[src/rtl/mem_stage_pkg.sv]
// Shared encodings and types for the memory-access stage and its helpers.
package mem_stage_pkg;

   localparam logic [1:0] MEM_BYTE = 2'b00;
   localparam logic [1:0] MEM_HALF = 2'b01;
   localparam logic [1:0] MEM_WORD = 2'b10;

   typedef enum logic {
      IDLE      = 1'b0,
      WAIT_RESP = 1'b1
   } mem_state_e;

   typedef struct packed {
      logic        valid;
      logic [31:0] result;
      logic [4:0]  dest_reg_idx;
      logic        reg_wr;
   } mem_wb_t;

   // funct3[1] set selects a full word regardless of funct3[0].
   function automatic logic [1:0] mem_size(input logic [2:0] funct3);
      return funct3[1] ? MEM_WORD : funct3[1:0];
   endfunction

endpackage

[src/rtl/mem_load_align.sv]
// Load data lane select and sign/zero extension; purely combinational.
module mem_load_align
   import mem_stage_pkg::*;
(
   input  logic [31:0] rdata_i,
   input  logic [1:0]  addr_lo_i,
   input  logic [2:0]  funct3_i,
   output logic [31:0] result_o
);

   logic [7:0]  byte_sel;
   logic [15:0] half_sel;
   logic        sign_ext;

   always_comb begin
      byte_sel = rdata_i[7:0];
      case (addr_lo_i)
         2'd1:    byte_sel = rdata_i[15:8];
         2'd2:    byte_sel = rdata_i[23:16];
         2'd3:    byte_sel = rdata_i[31:24];
         default: byte_sel = rdata_i[7:0];
      endcase
      half_sel = addr_lo_i[1] ? rdata_i[31:16] : rdata_i[15:0];
      sign_ext = ~funct3_i[2];

      result_o = rdata_i;
      case (mem_size(funct3_i))
         MEM_BYTE: result_o = {{24{sign_ext & byte_sel[7]}}, byte_sel};
         MEM_HALF: result_o = {{16{sign_ext & half_sel[15]}}, half_sel};
         default:  result_o = rdata_i;
      endcase
   end

endmodule

[src/rtl/mem_stage.sv]
// Memory-access stage: drives the split req/resp data port, stalls upstream while an access is open.
// Define MEM_ALIGN_CHECK_EN to trap misaligned half/word accesses instead of issuing them.
module mem_stage
   import mem_stage_pkg::*;
(
   input  logic        clk,
   input  logic        rst,
   input  logic        ex_mem_valid_inst,
   input  logic [31:0] ex_mem_alu_result,
   input  logic [31:0] ex_mem_rega,
   input  logic        ex_mem_rd_mem,
   input  logic        ex_mem_wr_mem,
   input  logic [2:0]  ex_mem_funct3,
   input  logic [4:0]  ex_mem_dest_reg_idx,
   input  logic        ex_mem_reg_wr,
   output logic        proc2Dmem_req,
   output logic        proc2Dmem_we,
   output logic [31:0] proc2Dmem_addr,
   output logic [31:0] proc2Dmem_wdata,
   output logic [3:0]  proc2Dmem_be,
   input  logic        Dmem2proc_gnt,
   input  logic        Dmem2proc_rvalid,
   input  logic [31:0] Dmem2proc_rdata,
   output logic        mem_stall_out,
   output logic        mem_wb_valid,
   output logic [31:0] mem_wb_result,
   output logic [4:0]  mem_wb_dest_reg_idx,
   output logic        mem_wb_reg_wr,
   output logic        mem_misalign_out
);

   mem_state_e  state_q, state_d;
   mem_wb_t     wb_q, wb_d;
   logic        memop, misaligned, complete;
   logic [1:0]  size, a_lo;
   logic [31:0] load_data;

   assign memop = ex_mem_valid_inst & (ex_mem_rd_mem | ex_mem_wr_mem);
   assign size  = mem_size(ex_mem_funct3);
   assign a_lo  = ex_mem_alu_result[1:0];

`ifdef MEM_ALIGN_CHECK_EN
   assign misaligned = ((size == MEM_HALF) & a_lo[0]) |
                       ((size == MEM_WORD) & (a_lo != 2'b00));
`else
   assign misaligned = 1'b0;
`endif

   always_comb begin
      state_d       = state_q;
      proc2Dmem_req = 1'b0;
      complete      = 1'b0;
      case (state_q)
         IDLE: begin
            // A response arriving here is stale and deliberately ignored.
            proc2Dmem_req = memop & ~misaligned;
            if (proc2Dmem_req & Dmem2proc_gnt) begin
               if (ex_mem_rd_mem) state_d  = WAIT_RESP;
               else               complete = 1'b1;
            end
         end
         WAIT_RESP: begin
            if (Dmem2proc_rvalid) begin
               complete = 1'b1;
               state_d  = IDLE;
            end
         end
         default: state_d = IDLE;
      endcase
   end

   assign mem_stall_out = memop & ~misaligned & ~complete;

   assign proc2Dmem_we   = ex_mem_wr_mem;
   assign proc2Dmem_addr = {ex_mem_alu_result[31:2], 2'b00};

   always_comb begin
      proc2Dmem_be    = 4'b1111;
      proc2Dmem_wdata = ex_mem_rega;
      case (size)
         MEM_BYTE: begin
            proc2Dmem_be    = 4'b0001 << a_lo;
            proc2Dmem_wdata = {4{ex_mem_rega[7:0]}};
         end
         MEM_HALF: begin
            proc2Dmem_be    = 4'b0011 << {a_lo[1], 1'b0};
            proc2Dmem_wdata = {2{ex_mem_rega[15:0]}};
         end
         default: ;
      endcase
   end

   mem_load_align u_load_align (
      .rdata_i   (Dmem2proc_rdata),
      .addr_lo_i (a_lo),
      .funct3_i  (ex_mem_funct3),
      .result_o  (load_data)
   );

   always_comb begin
      wb_d.valid        = ex_mem_valid_inst & ~(memop & misaligned);
      wb_d.result       = (memop & ex_mem_rd_mem) ? load_data : ex_mem_alu_result;
      wb_d.dest_reg_idx = ex_mem_dest_reg_idx;
      wb_d.reg_wr       = ex_mem_reg_wr & ~(memop & ex_mem_wr_mem) & ~(memop & misaligned);
      if (mem_stall_out) begin
         wb_d.valid  = 1'b0;
         wb_d.reg_wr = 1'b0;
      end
   end

   always_ff @(posedge clk or posedge rst) begin
      if (rst) begin
         state_q <= IDLE;
         wb_q    <= '0;
      end else begin
         state_q <= state_d;
         wb_q    <= wb_d;
      end
   end

   assign mem_wb_valid        = wb_q.valid;
   assign mem_wb_result       = wb_q.result;
   assign mem_wb_dest_reg_idx = wb_q.dest_reg_idx;
   assign mem_wb_reg_wr       = wb_q.reg_wr;

`ifdef MEM_ALIGN_CHECK_EN
   logic misalign_q, misalign_d;
   assign misalign_d = memop & misaligned;
   always_ff @(posedge clk or posedge rst) begin
      if (rst) misalign_q <= 1'b0;
      else     misalign_q <= misalign_d;
   end
   assign mem_misalign_out = misalign_q;
`else
   assign mem_misalign_out = 1'b0;
`endif

endmodule

[config.mk]
export PLATFORM = sky130hd
export DESIGN_NAME = mem_stage
export DESIGN_NICKNAME = d
export VERILOG_FILES = /design/src/rtl/mem_stage_pkg.sv /design/src/rtl/mem_load_align.sv /design/src/rtl/mem_stage.sv
export SDC_FILE = /design/constraint.sdc
export NUM_CORES = 1
export LEC_CHECK = 0
export ABC_CLOCK_PERIOD_IN_PS = 1100
export CAP_MARGIN = 10
export CORE_ASPECT_RATIO = 0.9
export CORE_MARGIN = 2
export CORE_UTILIZATION = 30
export CTS_BUF_LIST = sky130_fd_sc_hd__clkbuf_16
export DETAILED_ROUTE_END_ITERATION = 16
export PLACE_DENSITY = 0.83
export SLEW_MARGIN = 10
export SYNTH_ARGS = -nofsm -noshare
export SYNTH_HDL_FRONTEND = slang
export SYNTH_SLANG_ARGS = --single-unit
[constraint.sdc]
create_clock -name clk -period 1.1 [get_ports clk]
set_input_delay 0.11 -clock clk [delete_from_list [all_inputs] [get_ports clk]]
set_output_delay 0.11 -clock clk [all_outputs]
set_load 0.02 [all_outputs]
==> impl_metrics.tcl <==
set metrics [dict create \
    die_h_um 93.4 \
    peakVddDrop_mv 0.708 \
    gp_congestion 0.828 \
    vias_per_cell 4.80 \
    synth.area.mux_share_pct 16.5 \
    fin_hold_ws_ns 0.185 \
    num_vias 3194 \
    drt_iter0_markers 129 \
    clock.fmax_mhz 761 \
    pre_cts_ws_ns -0.892 \
    io_pins 223 \
    routedWlPerCell_um 17.7 \
    violations "setup timing" \
    cts.sinks 40 \
    area_growth_pct 108 \
    synth_top_family_by_area "compound AO/OA/AOI/OAI gates" \
    final-seq-area_um2 1000 \
    num_rows 32 \
    hold_viol_final 0 \
    dp_hpwl_mm 9.09 \
    post-route-min-period_ns 1.31 \
    drive_above_1_share_pct 33.3 \
    synth_edf_count 0 \
    setup.worst_path.start_class "flop" \
    slew_violations 0 \
    portBuffers 219 \
    synth.most_common_cell "buf_4" \
    cts_max_level 2 \
    finalWirelength_mm 11.8 \
    ant_nets 0 \
    final_core_util_pct 64.2 \
    power.total_uw 5270 \
    setup_viol 7 \
    synth_ff_type "dfrtp_1" \
    yosysUniqueCellTypes 33 \
    rsz0062_at_grt "yes" \
    yosys_warnings 0 \
    syn_inst 290 \
    fin_tns_setup_ns -0.484 \
    period_share_pct 119 \
    cts_tree "yes" \
    syn_avg_cell_area_um2 9.18 \
    root_buffer "clkbuf_16" \
    fin_skew_ns 0.00524 \
    hold_path.class "input pin to asynchronous set/reset pin" \
    ys_seq_area_share_pct 37.6 \
    clkLatencyLatePin_ns 0.28 \
    fillCellCount 725 \
    async_reset_ff_share_pct 100 \
    clockBufferDepth 2 \
    postCtsHoldBufs 0 \
    synth_top_cells_by_count "buf_4 (45), a21oi_1 (41), dfrtp_1 (40)" \
    dieArea_um2 9650 \
    required_ns 0.99 \
    yosysTopAreaCellShare_pct 37.6 \
    track_usage_pct 23.2 \
    route.detailed.drc 0 \
    outcome "finished, violations left" \
    maxCapViolCount 0 \
    worst_slack_ns -0.214 \
    path_class "flop to output pin" \
    core-area_um2 8610 \
    synth_fa_ha_area_share_pct 0 \
    start_util_pct 30.9 \
    cp_max_fo 3 \
    ys_seq_elements 40 \
    multiInputGateArea_um2 1390 \
    crit_path_end_kind "output pin" \
    grt_pass1_wl_mm 17.0 \
    synth_area_um2 2660 \
    nNetsFinal 655 \
    dr.pass1.iters 4 \
    gr-total-overflow 0 \
    p_leak_uw 0.00269 \
    synth-simple-area-share_pct 8.22 \
    synth_area_leaders "dfrtp_1 (38%), buf_4 (13%), mux2_2 (9.7%)" \
    synth_xor_area_share_pct 0 \
    cts_buffers 5 \
    synth_top_area_cell "dfrtp_1" \
    arrival_ns 1.20 \
    grt_pass1_vias 3372 \
    synth_compound_area_share_pct 20.3 \
    powerDensity_nw_per_um2 953 \
    die_w_um 103 \
    clk_pin_slew_ns 0.07 \
    grt_antenna_before_repair 2 \
    grt_max_degree 26 \
]
==> placed cells by master, fill, tap and decap left out, types with 8 or more instances in the layout <==
| cell type | Yosys | layout |
|---|---|---|
| inv_1 | 11 | 10 |
| o21ai_1 | 1 | 8 |
| clkdlybuf4s15_1 | 0 | 15 |
| mux2i_1 | 18 | 16 |
| nand2_1 | 15 | 15 |
| dlygate4sd2_1 | 0 | 81 |
| a21oi_2 | 1 | 14 |
| buf_4 | 45 | 77 |
| mux2_2 | 23 | 8 |
| dfrtp_1 | 40 | 40 |
| mux2_4 | 0 | 15 |
| clkdlybuf4s50_1 | 0 | 77 |
| a21oi_1 | 41 | 26 |
| dlymetal6s2s_1 | 0 | 11 |
| a22oi_1 | 8 | 8 |
| buf_6 | 1 | 23 |
| nor2_1 | 29 | 27 |
| buf_2 | 5 | 12 |
==> state kept, by name, summed over array words and instances, names as in the netlist <==
register / flops
mem_wb_dest_reg_idx: 5
mem_wb_reg_wr: 1
state_q: 1
mem_wb_valid: 1
mem_wb_result: 32
==> metal layers <==
| layer | vias to the layer above | GRT usage, % | share of wire [%] |
|---|---|---|---|
| li1 | 1490 | - | - |
| met1 | 1525 | 25.3 | 36 |
| met2 | 153 | 43.3 | 53 |
| met3 | 26 | 5.01 | 8.1 |
| met4 | 0 | 8.66 | 2.8 |
| met5 | - | 0 | 0 |
==> critical path: stages, from the launching register on <==
cell and delay, ns:
dfrtp_1 0.39, nand2b_4 0.16, a21oi_4 0.17, nor2_2 0.07
buf_6 0.13
==> worst paths after layout <==
check	startpoint	end	slack, ns	cells past startpoint
max in group asynchronous	rst	mem_wb_result[5]	0.71	3
min in group clk	Dmem2proc_rdata[14]	mem_wb_result[14]	0.20	3
hold reg to reg	state_q	state_q	0.68	3
setup / recovery	state_q	mem_stall_out	-0.21	4
hold / removal	rst	mem_wb_result[14]	0.19	3
setup reg to reg	state_q	mem_wb_valid	-0.09	6
==> repair_timing <==
item                       in CTS  in global routing
pin swaps                       8                 15
setup endpoints to repair     140                 57
resized for setup             292                 66
buffers inserted               10                  4
gates cloned                    2                  0
==> through the flow <==
step | area (um^2) | std cells
after detailed placement | 5210 | 642
after global routing | 5530 | 664
after CTS | 5360 | 662
after global placement | 5210 | 642
final | 5530 | 666
after floorplan | 2710 | 292
==> cell families (layout without fill, tap and decap cells) <==
group,after synthesis,after routing
other cells,1,6
buf+inv,73,324
flops,40,40
simple gates,52,53
compound gates,83,83
mux,41,41
==> area by class of cell <==
| type | instances | share of cell area [%] |
|---|---|---|
| diodes | 3 | 0.136 |
| multi-input cells | 180 | 25.2 |
| flip-flops and latches | 40 | 18.1 |
| clock buffers | 5 | 2.26 |
| well taps | 119 | 2.69 |
| repair buffers | 305 | 50.5 |
| inverters | 11 | 0.747 |
| clock inverters | 3 | 0.430 |
==> power breakdown <==
part           internal (uW)  switching [uW]  total (uW)
clock network            844             615        1460
logic                   1120            1060        2180
registers               1590            37.7        1630
total                   3550            1710        5270
Power figures use the tool's default switching activity.
